[src/rtl/hazard_ctrl_if.sv]
// Hazard-controller bundle: per-stage register/control taps in, stall/flush/forward/status out.
// The pipeline side uses the master modport, hazard_ctrl uses the slave modport.
interface hazard_ctrl_if #(
  parameter int unsigned CNT_W = 16
);
  logic [4:0]       Rs1D, Rs2D, Rs1E, Rs2E;
  logic [4:0]       RdE, RdM, RdW;
  logic             RegWriteE, RegWriteM, RegWriteW;
  logic             ResultSrcE, PCSrcE, MemAccessM, dmem_ready;
  logic             StallF, StallD, StallE, StallM;
  logic             FlushD, FlushE;
  logic [1:0]       ForwardAE, ForwardBE;
  logic             mem_err;
  logic [CNT_W-1:0] stall_cnt, flush_cnt;

  modport master (
    output Rs1D, Rs2D, Rs1E, Rs2E, RdE, RdM, RdW,
    output RegWriteE, RegWriteM, RegWriteW, ResultSrcE, PCSrcE, MemAccessM, dmem_ready,
    input  StallF, StallD, StallE, StallM, FlushD, FlushE, ForwardAE, ForwardBE,
    input  mem_err, stall_cnt, flush_cnt
  );

  modport slave (
    input  Rs1D, Rs2D, Rs1E, Rs2E, RdE, RdM, RdW,
    input  RegWriteE, RegWriteM, RegWriteW, ResultSrcE, PCSrcE, MemAccessM, dmem_ready,
    output StallF, StallD, StallE, StallM, FlushD, FlushE, ForwardAE, ForwardBE,
    output mem_err, stall_cnt, flush_cnt
  );
endinterface

[src/rtl/hazard_ctrl.sv]
// hazard_ctrl: stall/flush/forward sequencing for the 5-stage core with a memory-wait FSM.
// Define HAZARD_FORWARDING_EN for bypass forwarding; otherwise every RAW dependency stalls.
module hazard_ctrl #(
  parameter int unsigned MEM_TIMEOUT = 255,
  parameter int unsigned WAIT_W      = 8,
  parameter int unsigned CNT_W       = 16
) (
  input  logic          clk,
  input  logic          reset,
  hazard_ctrl_if.slave  hz
);

  localparam logic [WAIT_W:0] TIMEOUT_L = (WAIT_W+1)'(MEM_TIMEOUT);

  typedef enum logic {RUN = 1'b0, MEM_WAIT = 1'b1} state_e;

  state_e            state_q, state_d;
  logic [WAIT_W-1:0] wait_cnt_q, wait_cnt_d;
  logic              mem_err_q, mem_err_d;
  logic [CNT_W-1:0]  stall_cnt_q, stall_cnt_d;
  logic [CNT_W-1:0]  flush_cnt_q, flush_cnt_d;

  logic freeze_c;
  logic data_hz_c;
  logic stall_fd_c;
  logic flush_d_c;
  logic flush_e_c;

  // A write-enabled, nonzero destination matching a source register (x0 never hazards).
  function automatic logic dep(input logic we, input logic [4:0] rd, input logic [4:0] rs);
    return we && (rd != 5'd0) && (rd == rs);
  endfunction

  function automatic logic [1:0] fwd_sel(input logic [4:0] rs);
    if (dep(hz.RegWriteM, hz.RdM, rs))      return 2'b10;
    else if (dep(hz.RegWriteW, hz.RdW, rs)) return 2'b01;
    else                                    return 2'b00;
  endfunction

`ifdef HAZARD_FORWARDING_EN
  assign data_hz_c = hz.ResultSrcE &&
                     (dep(hz.RegWriteE, hz.RdE, hz.Rs1D) || dep(hz.RegWriteE, hz.RdE, hz.Rs2D));
  assign hz.ForwardAE = fwd_sel(hz.Rs1E);
  assign hz.ForwardBE = fwd_sel(hz.Rs2E);
`else
  logic unused_fwd_inputs;
  assign unused_fwd_inputs = ^{hz.ResultSrcE, hz.Rs1E, hz.Rs2E, fwd_sel(5'd0)};
  assign data_hz_c = dep(hz.RegWriteE, hz.RdE, hz.Rs1D) || dep(hz.RegWriteE, hz.RdE, hz.Rs2D) ||
                     dep(hz.RegWriteM, hz.RdM, hz.Rs1D) || dep(hz.RegWriteM, hz.RdM, hz.Rs2D) ||
                     dep(hz.RegWriteW, hz.RdW, hz.Rs1D) || dep(hz.RegWriteW, hz.RdW, hz.Rs2D);
  assign hz.ForwardAE = 2'b00;
  assign hz.ForwardBE = 2'b00;
`endif

  // Freeze dominates; a taken branch kills the decode instruction so its data hazard is moot.
  always_comb begin
    freeze_c   = (state_q == MEM_WAIT) || (hz.MemAccessM && !hz.dmem_ready);
    stall_fd_c = freeze_c || (!hz.PCSrcE && data_hz_c);
    flush_d_c  = !freeze_c && hz.PCSrcE;
    flush_e_c  = !freeze_c && (hz.PCSrcE || data_hz_c);
  end

  always_comb begin
    state_d     = state_q;
    wait_cnt_d  = '0;
    mem_err_d   = mem_err_q;
    stall_cnt_d = stall_cnt_q;
    flush_cnt_d = flush_cnt_q;

    case (state_q)
      RUN: begin
        if (hz.MemAccessM && !hz.dmem_ready) state_d = MEM_WAIT;
      end
      MEM_WAIT: begin
        if (hz.dmem_ready) begin
          state_d = RUN;
        end else if ((WAIT_W+1)'(wait_cnt_q) + (WAIT_W+1)'(1) == TIMEOUT_L) begin
          state_d   = RUN;
          mem_err_d = 1'b1;
        end else begin
          wait_cnt_d = wait_cnt_q + WAIT_W'(1);
        end
      end
      default: state_d = RUN;
    endcase

    if (stall_fd_c && (stall_cnt_q != '1)) stall_cnt_d = stall_cnt_q + CNT_W'(1);
    if (flush_d_c && (flush_cnt_q != '1))  flush_cnt_d = flush_cnt_q + CNT_W'(1);
  end

  always_ff @(posedge clk or posedge reset) begin
    if (reset) begin
      state_q     <= RUN;
      wait_cnt_q  <= '0;
      mem_err_q   <= 1'b0;
      stall_cnt_q <= '0;
      flush_cnt_q <= '0;
    end else begin
      state_q     <= state_d;
      wait_cnt_q  <= wait_cnt_d;
      mem_err_q   <= mem_err_d;
      stall_cnt_q <= stall_cnt_d;
      flush_cnt_q <= flush_cnt_d;
    end
  end

  assign hz.StallF    = stall_fd_c;
  assign hz.StallD    = stall_fd_c;
  assign hz.StallE    = freeze_c;
  assign hz.StallM    = freeze_c;
  assign hz.FlushD    = flush_d_c;
  assign hz.FlushE    = flush_e_c;
  assign hz.mem_err   = mem_err_q;
  assign hz.stall_cnt = stall_cnt_q;
  assign hz.flush_cnt = flush_cnt_q;

endmodule

[src/flat_wrapper.sv]
// flat-port wrapper written by rule: the top's interface ports become plain ports
module hazard_ctrl_flat 
#(
  parameter int unsigned MEM_TIMEOUT = 255,
  parameter int unsigned WAIT_W      = 8,
  parameter int unsigned CNT_W       = 16
)
  (clk, reset, hz_Rs1D, hz_Rs2D, hz_Rs1E, hz_Rs2E, hz_RdE, hz_RdM, hz_RdW, hz_RegWriteE, hz_RegWriteM, hz_RegWriteW, hz_ResultSrcE, hz_PCSrcE, hz_MemAccessM, hz_dmem_ready, hz_StallF, hz_StallD, hz_StallE, hz_StallM, hz_FlushD, hz_FlushE, hz_ForwardAE, hz_ForwardBE, hz_mem_err, hz_stall_cnt, hz_flush_cnt);
  hazard_ctrl_if #(.CNT_W(CNT_W)) hz_i ();
  input  logic clk;
  input  logic reset;
  input wire logic [$bits(hz_i.Rs1D)-1:0] hz_Rs1D;
  input wire logic [$bits(hz_i.Rs2D)-1:0] hz_Rs2D;
  input wire logic [$bits(hz_i.Rs1E)-1:0] hz_Rs1E;
  input wire logic [$bits(hz_i.Rs2E)-1:0] hz_Rs2E;
  input wire logic [$bits(hz_i.RdE)-1:0] hz_RdE;
  input wire logic [$bits(hz_i.RdM)-1:0] hz_RdM;
  input wire logic [$bits(hz_i.RdW)-1:0] hz_RdW;
  input wire logic [$bits(hz_i.RegWriteE)-1:0] hz_RegWriteE;
  input wire logic [$bits(hz_i.RegWriteM)-1:0] hz_RegWriteM;
  input wire logic [$bits(hz_i.RegWriteW)-1:0] hz_RegWriteW;
  input wire logic [$bits(hz_i.ResultSrcE)-1:0] hz_ResultSrcE;
  input wire logic [$bits(hz_i.PCSrcE)-1:0] hz_PCSrcE;
  input wire logic [$bits(hz_i.MemAccessM)-1:0] hz_MemAccessM;
  input wire logic [$bits(hz_i.dmem_ready)-1:0] hz_dmem_ready;
  output wire logic [$bits(hz_i.StallF)-1:0] hz_StallF;
  output wire logic [$bits(hz_i.StallD)-1:0] hz_StallD;
  output wire logic [$bits(hz_i.StallE)-1:0] hz_StallE;
  output wire logic [$bits(hz_i.StallM)-1:0] hz_StallM;
  output wire logic [$bits(hz_i.FlushD)-1:0] hz_FlushD;
  output wire logic [$bits(hz_i.FlushE)-1:0] hz_FlushE;
  output wire logic [$bits(hz_i.ForwardAE)-1:0] hz_ForwardAE;
  output wire logic [$bits(hz_i.ForwardBE)-1:0] hz_ForwardBE;
  output wire logic [$bits(hz_i.mem_err)-1:0] hz_mem_err;
  output wire logic [$bits(hz_i.stall_cnt)-1:0] hz_stall_cnt;
  output wire logic [$bits(hz_i.flush_cnt)-1:0] hz_flush_cnt;
  assign hz_i.Rs1D = hz_Rs1D;
  assign hz_i.Rs2D = hz_Rs2D;
  assign hz_i.Rs1E = hz_Rs1E;
  assign hz_i.Rs2E = hz_Rs2E;
  assign hz_i.RdE = hz_RdE;
  assign hz_i.RdM = hz_RdM;
  assign hz_i.RdW = hz_RdW;
  assign hz_i.RegWriteE = hz_RegWriteE;
  assign hz_i.RegWriteM = hz_RegWriteM;
  assign hz_i.RegWriteW = hz_RegWriteW;
  assign hz_i.ResultSrcE = hz_ResultSrcE;
  assign hz_i.PCSrcE = hz_PCSrcE;
  assign hz_i.MemAccessM = hz_MemAccessM;
  assign hz_i.dmem_ready = hz_dmem_ready;
  assign hz_StallF = hz_i.StallF;
  assign hz_StallD = hz_i.StallD;
  assign hz_StallE = hz_i.StallE;
  assign hz_StallM = hz_i.StallM;
  assign hz_FlushD = hz_i.FlushD;
  assign hz_FlushE = hz_i.FlushE;
  assign hz_ForwardAE = hz_i.ForwardAE;
  assign hz_ForwardBE = hz_i.ForwardBE;
  assign hz_mem_err = hz_i.mem_err;
  assign hz_stall_cnt = hz_i.stall_cnt;
  assign hz_flush_cnt = hz_i.flush_cnt;
  hazard_ctrl #(.MEM_TIMEOUT(MEM_TIMEOUT), .WAIT_W(WAIT_W), .CNT_W(CNT_W)) u_core (.clk(clk), .reset(reset), .hz(hz_i));
endmodule
[config.mk]
export PLATFORM = sky130hd
export DESIGN_NAME = hazard_ctrl_flat
export DESIGN_NICKNAME = d
export VERILOG_FILES = /design/src/rtl/hazard_ctrl_if.sv /design/src/rtl/hazard_ctrl.sv /design/src/flat_wrapper.sv
export SDC_FILE = /design/constraint.sdc
export NUM_CORES = 1
export LEC_CHECK = 0
export CAP_MARGIN = 20
export CORE_MARGIN = 1
export CORE_UTILIZATION = 43
export DETAILED_ROUTE_END_ITERATION = 8
export DONT_BUFFER_PORTS = 1
export SLEW_MARGIN = 20
export SYNTH_ARGS = -nofsm -noshare
export SYNTH_HDL_FRONTEND = slang
export SYNTH_SLANG_ARGS = --single-unit
export TNS_END_PERCENT = 30
[constraint.sdc]
create_clock -name clk -period 1.8 [get_ports clk]
set_input_delay 0.27 -clock clk [delete_from_list [all_inputs] [get_ports clk]]
set_output_delay 0.27 -clock clk [all_outputs]
set_load 0.01 [all_outputs]
==> impl_metrics.tcl, run 1 <==
set metrics [dict create \
    status "finished with violations" \
    failed_checks "setup timing" \
    nets 341 \
    post-synth-top-count-cell "xnor2_1" \
    ys_seq_elements 42 \
    grt_pass1_wl_mm 8.52 \
    postCtsHoldBufs 0 \
    yosys.area.top_type_share_pct 43.4 \
    clock-sinks 42 \
    num_vias 1856 \
    diodes 0 \
    setup_tns_ns -0.685 \
    fin_crit_sh_pct 108 \
    hold_class "input pin to async pin" \
    synthCells 243 \
    drt-total-wl_mm 5.00 \
    cp.required_ns 1.53 \
    power.static_leakage_nw 1.31 \
    fin_crit_ns 1.94 \
    post-cts-setup-buffers 0 \
    core_area_sq_um 5270 \
    synth_edf_count 0 \
    max-cap-violations 0 \
    post_drt_wl_per_cell_um 13.8 \
    drt-initial-drc-count 45 \
    yosysUniqueCellTypes 37 \
    internal_power_mw 1.83 \
    gp_congestion 0.829 \
    cp-end-kind "output pin" \
    worstSkewPairLatency_ns 0.28 \
    die_w_um 77.1 \
    crit_fanout 3 \
    clock_tree.buffer_depth 2 \
    layout_setup_ws_ns -0.138 \
    drive_above_1_share_pct 29.1 \
    synth_largest_area_cell "dfrtp_1" \
    viasPerCell 5.13 \
    row_count 26 \
    pwr-share-seq_pct 44.5 \
    cts_tree "yes" \
    grt_usage_pct 17.9 \
    p_clk_share_pct 21.7 \
    grt-ovfl-total 0 \
    postSynth.asyncResetShare_pct 100 \
    synth_area_sq_um 2420 \
    antenna_found_initial 0 \
    htreeDepth 2 \
    drt_pass1_iterations 4 \
    avgSynthCellArea_sq_um 9.97 \
    final-hold-violation-count 0 \
    synthTopCellsByArea "dfrtp_1 (43%), xnor2_1 (21%), nand2_1 (3.6%)" \
    synth-warning-count 0 \
    ios 87 \
    synthTopCellsByCount "xnor2_1 (58), dfrtp_1 (42), nand2_1 (23)" \
    seq_area_frac_synth_pct 43.4 \
    synthFlopType "dfrtp_1" \
    die_area_sq_um 5940 \
    drv_slew 0 \
    portBuffers 0 \
    criticalPathCategory "input pin to output pin" \
    cts_buffers 5 \
    power_mw 2.63 \
    start_util_pct 46.0 \
    setup_viol 14 \
    swShare_pct 30.7 \
    drc 0 \
    finalClockSkew_ns 0.00491 \
    arrival_ns 1.67 \
    irDropWorstVdd_mv 0.713 \
    grt_max_degree 43 \
    max_clock_freq_ghz 0.516 \
    final_antenna_net_count 0 \
    grt_pass1_vias 1898 \
    worst_pin_slew_ns 0.526 \
    path_clk_slew_ns 0.07 \
    relSlewSlack_pct 64.9 \
    power_density_nw_per_um2 876 \
    cts_root_buffer "clkbuf_8" \
    die_h_um 77.1 \
    hpwl_mm 3.91 \
    p_switching_uw 808 \
    critPathLaunchType "input pin" \
    comb_power_share_pct 33.8 \
    rsz0062_at_grt "true" \
    area_growth_syn_to_layout_pct 24.1 \
]
final timing paths:
check	from	to	slack, ns	cells after the start
worst max-delay path	hz_RdW[0]	hz_StallD	-0.14	6
worst min-delay path	reset	u_core.hz.stall_cnt[11]$_DFFE_PP0P_	0.002	2
worst max register to register	u_core.hz.stall_cnt[6]$_DFFE_PP0P_	u_core.hz.stall_cnt[8]$_DFFE_PP0P_	-0.06	9
worst min register to register	u_core.wait_cnt_q[7]$_DFF_PP0_	u_core.wait_cnt_q[7]$_DFF_PP0_	0.55	2
max in group asynchronous	reset	u_core.hz.flush_cnt[8]$_DFFE_PP0P_	1.44	2
min in group clk	hz_dmem_ready	u_core.state_q$_DFF_PP0_	0.06	1
sequential cells by signal (all words and copies together) (netlist names):
register / cells
u_core.state_q: 1
u_core.hz.mem_err: 1
u_core.wait_cnt_q: 8
u_core.hz.flush_cnt: 16
u_core.hz.stall_cnt: 16
what timing repair did:
item	in CTS	in global routing
pin swaps	6	11
resized for setup	11	9
setup endpoints to repair	33	41
per-stage QoR:
step / instances / util, % / instance area (sq um) / hold WS (ns) / setup WS, ns
floorplan: 246 / - / 2440 / 0.337 / -0.365
global placement: 356 / 53.8 / 2830 / 0.324 / -0.400
detailed placement: 356 / 53.8 / 2830 / 0.325 / -0.352
CTS: 362 / 56.2 / 2960 / 0.0139 / -0.167
global route: 362 / 57.1 / 3010 / 0.0392 / -0.197
finish: 362 / 57.1 / 3010 / 0.00238 / -0.138
power by group through the flow:
| stage | combinational, mW | sequential, mW | clock [mW] |
|---|---|---|---|
| detailed placement | 0.864 | 1.19 | 0 |
| global route | 0.983 | 1.19 | 0.634 |
| global placement | 0.855 | 1.18 | 0 |
| floorplan | 0.376 | 1.33 | 0 |
| CTS | 0.879 | 1.18 | 0.591 |
| finish | 0.890 | 1.17 | 0.571 |
routing by layer:
metal  routed length (um)  GRT usage (%)  part of all wire [%]  vias to the layer above
met1                 2100           21.1                    42                      883
met3                  437           6.19                   8.7                        5
met5                    0              0                     0                        -
met4                   54           4.53                   1.1                        0
li1                     -              -                     -                      907
met2                 2410           30.9                    48                       61
cells in the final DEF, fill, tap and decap left out, types with 4 or more instances in the layout:
| cell | n |
|---|---|
| xor2_1 | 8 |
| nor2_1 | 12 |
| dfrtp_1 | 42 |
| and3_1 | 6 |
| nand4_1 | 11 |
| nand2_1 | 19 |
| buf_4 | 48 |
| xnor2_1 | 57 |
| nand2_2 | 4 |
| nand3_1 | 15 |
| clkbuf_8 | 6 |
| inv_1 | 11 |
| conb_1 | 4 |
cell families (layout without fill, tap and decap cells):
family,count (synthesis),in the layout,share of synthesized area [%]
and+or+nand+nor,89,89,19.8
muxes,2,2,0.930
AOI/OAI and AO/OA,17,17,4.65
xor gates and xnor gates,66,66,23.9
adders and majority gates,4,4,2.07
buffers and inverters,22,68,5.11
DFF,42,42,43.4
other,1,4,0.155
area by class of cell:
cell class | instances | area (sq um)
Multi-Input combinational cell | 182 | 1350
Sequential cell | 42 | 1050
Fill cell | 488 | 2260
Clock buffer | 6 | 82.6
Inverter | 11 | 41.3
Tap cell | 70 | 87.6
Timing Repair Buffer | 51 | 394
critical path: stages:
cell,delay [ns]
or4_4,0.50
o21a_1,0.19
a222oi_1,0.32
buf_4,0.19
o21ai_4,0.06
buf_6,0.13
Note: power is estimated with default switching activity, not from simulation.
==> run 2: changes to the inputs <==
--- a/config.mk
+++ b/config.mk
@@ -6,7 +6,7 @@
 export NUM_CORES = 1
 export LEC_CHECK = 0
 export CAP_MARGIN = 20
-export CORE_MARGIN = 1
+export CORE_MARGIN = 2
 export CORE_UTILIZATION = 43
 export DETAILED_ROUTE_END_ITERATION = 8
 export DONT_BUFFER_PORTS = 1
==> impl_metrics.tcl, run 2 (synthesized netlist as in run 1, its figures left out) <==
set metrics [dict create \
    drc 0 \
    cts_buffers 5 \
    grt-ovfl-total 0 \
    cp-end-kind "output pin" \
    antenna_found_initial 0 \
    portBuffers 0 \
    failed_checks "hold timing, setup timing" \
    clock-sinks 42 \
    hpwl_mm 4.10 \
    start_util_pct 44.3 \
    power_mw 2.70 \
    viasPerCell 5.22 \
    die_area_sq_um 6250 \
    mostFrequentLayoutCells "xnor2_1 (51), buf_4 (46), dfrtp_1 (42)" \
    fin_crit_ns 1.99 \
    critPathLaunchType "input pin" \
    num_vias 1899 \
    status "finished with violations" \
    gp_congestion 0.793 \
    finalNonFillerCells 364 \
    area_growth_syn_to_layout_pct 28.1 \
    htreeDepth 2 \
    worst_r2r_path_depth 9 \
    crit_chain "or4_4 -> o21a_1 -> a222oi_1 -> buf_4 -> o21ai_4 -> buf_6" \
    finalClockSkew_ns 0.00794 \
    dp.cells 357 \
    final_antenna_net_count 0 \
    die_h_um 79.1 \
    cpLargestDelayFamily "compound AO/OA/AOI/OAI gates" \
    cts_tree "yes" \
    final_common_cell "xnor2_1" \
    grt_pass1_wl_mm 8.77 \
    rsz0062_at_grt "true" \
    setup_viol 17 \
    grt_pass1_vias 1975 \
    drt-initial-drc-count 31 \
    power.static_leakage_nw 1.39 \
    grt_max_degree 43 \
    drt-total-wl_mm 5.41 \
    criticalPathCategory "input pin to output pin" \
    r2r_start "u_core.hz.stall_cnt[6]$_DFFE_PP0P_" \
    hold_ws_ns -0.0113 \
    worst_pin_slew_ns 0.526 \
    final_util_pct 56.7 \
    fin_crit_sh_pct 111 \
    drv_slew 0 \
    drt_pass1_iterations 4 \
    row_count 27 \
    reg2reg_slack_ns -0.12 \
    hold_class "input pin to async pin" \
    relSlewSlack_pct 64.9 \
    clock_tree.buffer_depth 2 \
    final-hold-violation-count 15 \
    cp.required_ns 1.53 \
    diodes 0 \
    crit_fanout 3 \
    cp_slowest_cell "or4_4" \
    max-cap-violations 0 \
    core_area_sq_um 5470 \
    irDropWorstVdd_mv 0.771 \
    grt_usage_pct 18.0 \
    drive_above_1_share_pct 30.5 \
    nets 340 \
    cp_num_buf_inv 2 \
    post_drt_wl_per_cell_um 14.9 \
    max_clock_freq_ghz 0.502 \
    place_ws_ns -0.412 \
    arrival_ns 1.72 \
    die_w_um 79.1 \
    cts_root_buffer "clkbuf_8" \
    worst_path_largest_cell_delay_ns 0.50 \
    layout_setup_ws_ns -0.194 \
    power_density_nw_per_um2 871 \
    ios 87 \
    worstSkewPairLatency_ns 0.29 \
    r2r-end "u_core.hz.stall_cnt[7]$_DFFE_PP0P_" \
    path_clk_slew_ns 0.08 \
    post-cts-setup-buffers 0 \
]
run 2: cell types whose count changed in the layout (fill, tap and decap cells not counted), moves of 2 or more:
cell	change
nand2_2	-2
nand4_4	+2
xnor2_2	+6
buf_4	-2
clkbuf_1	+2
xnor2_1	-6
nand2_4	+3
nand4_2	-2
run 2: layout make-up:
cell class	instances	area [sq um]
sequential	42	1050
tap	72	90.1
inverter	11	41.3
clock buffer	7	76.3
multi-input combinational	182	1450
timing repair buffer	50	399
fill	510	2370
run 2: per-stage QoR:
stage	hold WS, ns	instance area [sq um]	setup TNS, ns
floorplan	0.337	2440	-6.86
global placement	0.327	2840	-6.53
detailed placement	0.335	2840	-6.64
CTS	0.00242	3000	-2.04
global route	0.0148	3100	-5.15
finish	-0.0113	3100	-1.74
run 2: how the worst max path moves through the flow:
stage	startpoint	end	slack [ns]	depth (start not counted)
6_report	hz_RdE[0]	hz_StallD	-0.19	6
5_1_grt	hz_RdE[0]	hz_StallD	-0.31	6
4_1_cts	hz_RdE[0]	hz_StallD	-0.22	6
3_5_place_dp	hz_RdE[0]	u_core.hz.stall_cnt[15]$_DFFE_PP0P_	-0.41	8
3_3_place_gp	hz_RdE[0]	u_core.hz.stall_cnt[15]$_DFFE_PP0P_	-0.39	8
2_1_floorplan	hz_RdE[0]	u_core.hz.stall_cnt[15]$_DFFE_PP0P_	-0.36	8
run 2: repair_timing:
| action | in CTS | in global routing |
|---|---|---|
| hold buffers | 0 | 0 |
| pin swaps | 16 | 14 |
| setup endpoints to repair | 34 | 42 |
| resized for setup | 15 | 17 |
run 2: layer usage:
metal	routed length [um]	GRT usage [%]	vias to the layer above	share of wire (%)
li1	-	-	905	-
met5	0	0	-	0
met4	125	7.59	0	2.3
met3	504	7.39	10	9.3
met2	2740	32.0	69	51
met1	2040	18.7	915	38
run 2: where the power goes:
part	internal, mW	leakage, nW	switching [mW]
Sequential	1.08	0.560	0.0866
Combinational	0.469	0.794	0.489
Clock	0.267	0.0383	0.305
==> run 3: changes to the inputs <==
--- a/config.mk
+++ b/config.mk
@@ -8,8 +8,10 @@
 export CAP_MARGIN = 20
 export CORE_MARGIN = 2
 export CORE_UTILIZATION = 43
+export CTS_BUF_LIST = sky130_fd_sc_hd__clkbuf_4
 export DETAILED_ROUTE_END_ITERATION = 8
 export DONT_BUFFER_PORTS = 1
+export SETUP_SLACK_MARGIN = 0.1
 export SLEW_MARGIN = 20
 export SYNTH_ARGS = -nofsm -noshare
 export SYNTH_HDL_FRONTEND = slang
==> impl_metrics.tcl, run 3 (synthesized netlist as in run 1, its figures left out) <==
set metrics [dict create \
    failed_checks "setup timing" \
    num_vias 1902 \
    finalClockSkew_ns 0.0125 \
    drv_slew 0 \
    criticalPathCategory "input pin to output pin" \
    core_area_sq_um 5470 \
    worst_path_largest_cell_delay_ns 0.50 \
    final_util_pct 57.2 \
    final_antenna_net_count 0 \
    relSlewSlack_pct 64.4 \
    setup_viol 18 \
    grt_pass1_wl_mm 8.83 \
    hpwl_mm 4.09 \
    drive_above_1_share_pct 32.1 \
    layout_setup_ws_ns -0.198 \
    cp_slowest_cell "or4_4" \
    cts_root_buffer "clkbuf_4" \
    crit_chain "or4_4 -> o21a_1 -> a222oi_1 -> buf_4 -> o21ai_4 -> buf_6" \
    nets 343 \
    cts_buffers 5 \
    ios 87 \
    antenna_found_initial 0 \
    critPathLaunchType "input pin" \
    gp_congestion 0.745 \
    crit_fanout 3 \
    fin_crit_ns 2.00 \
    portBuffers 0 \
    power.static_leakage_nw 1.39 \
    final-hold-violation-count 0 \
    die_h_um 79.1 \
    grt_max_degree 43 \
    htreeDepth 2 \
    post_drt_wl_per_cell_um 15.2 \
    max_clock_freq_ghz 0.501 \
    drt-total-wl_mm 5.58 \
    cp.required_ns 1.53 \
    path_clk_slew_ns 0.13 \
    viasPerCell 5.17 \
    fin_crit_sh_pct 111 \
    power_density_nw_per_um2 875 \
    grt_usage_pct 17.8 \
    p_switching_uw 891 \
    cp_num_buf_inv 2 \
    die_w_um 79.1 \
    final_cell_area_sq_um 3130 \
    setup_tns_ns -2.07 \
    clock-sinks 42 \
    start_util_pct 44.3 \
    cts_tree "yes" \
    row_count 27 \
    place_area_sq_um 2820 \
    grt-ovfl-total 0 \
    die_area_sq_um 6250 \
    arrival_ns 1.73 \
    drc 0 \
    max-cap-violations 0 \
    hold_class "input pin to flop" \
    n_fill_cell 519 \
    worstSkewPairLatency_ns 0.35 \
    grt_pass1_vias 2020 \
    mostFrequentLayoutCells "xnor2_1 (52), buf_4 (46), dfrtp_1 (42)" \
    diodes 0 \
    internal_power_mw 1.85 \
    irDropWorstVdd_mv 0.725 \
    area_growth_syn_to_layout_pct 29.1 \
    cpLargestDelayFamily "compound AO/OA/AOI/OAI gates" \
    drt_pass1_iterations 4 \
    rsz0062_at_grt "true" \
    swShare_pct 32.6 \
    final_common_cell "xnor2_1" \
    hold_ws_ns 0.0729 \
    worst_pin_slew_ns 0.534 \
    status "finished with violations" \
    pwr-share-seq_pct 43.0 \
    cp-end-kind "output pin" \
    p_clk_share_pct 21.9 \
    clock_tree.buffer_depth 2 \
    comb_power_share_pct 35.1 \
    drt-initial-drc-count 33 \
]
run 3: cell types whose count changed in the layout (fill, tap and decap cells not counted), sizes merged:
cell         change
and2             +1
bufinv           +1
clkbuf           -2
clkinv           +2
dlygate4sd3      +2
run 3: power groups by stage:
stage / Sequential, mW / Clock, mW / Combinational (mW)
floorplan: 1.33 / 0 / 0.377
global route: 1.20 / 0.656 / 1.05
global placement: 1.18 / 0 / 0.841
CTS: 1.17 / 0.622 / 0.886
finish: 1.18 / 0.599 / 0.960
detailed placement: 1.19 / 0 / 0.856
run 3: timing repair:
action                                  CTS  global route
pin swaps                                20            19
resized for setup                        17            19
gates cloned                              1             0
endpoints found under the setup margin   43            43
hold endpoints to repair                 43             0
hold buffers                              2             0
setup buffers                             1             0
run 3: path summary, 6_finish.rpt:
path | start | to | slack [ns] | cells past startpoint
min | hz_MemAccessM | u_core.state_q$_DFF_PP0_ | 0.07 | 2
min reg2reg | u_core.hz.stall_cnt[11]$_DFFE_PP0P_ | u_core.hz.stall_cnt[11]$_DFFE_PP0P_ | 0.57 | 1
min in group asynchronous | reset | u_core.hz.flush_cnt[3]$_DFFE_PP0P_ | 0.48 | 3
max | hz_RdE[0] | hz_StallF | -0.20 | 6
max reg2reg | u_core.hz.stall_cnt[6]$_DFFE_PP0P_ | u_core.hz.stall_cnt[8]$_DFFE_PP0P_ | -0.14 | 9
max in group asynchronous | reset | u_core.hz.stall_cnt[0]$_DFFE_PP0P_ | 0.95 | 3
run 3: per-stage QoR:
stage               cells  power [mW]  setup WS, ns
floorplan             246        1.71        -0.365
global placement      356        2.03        -0.391
detailed placement    356        2.05        -0.408
CTS                   368        2.68        -0.218
global route          368        2.90        -0.279
finish                368        2.74        -0.198
run 3: per-layer routing:
layer  vias to the layer above  part of all wire [%]  track usage [%]
met2                        68                    52             31.9
li1                        918                     -                -
met3                         7                   8.5             6.36
met5                         -                     0                0
met1                       909                    38             19.7
met4                         0                   1.5             5.69
run 3: area by class of cell:
class / instances / area, sq um / area share, %
multi-input cells: 183 / 1460 / 46.6
flip-flops and latches: 42 / 1050 / 33.6
repair buffers: 52 / 410 / 13.1
well taps: 72 / 90.1 / 2.88
inverters: 11 / 41.3 / 1.32
clock inverters: 3 / 40.0 / 1.28
clock buffers: 5 / 37.5 / 1.20
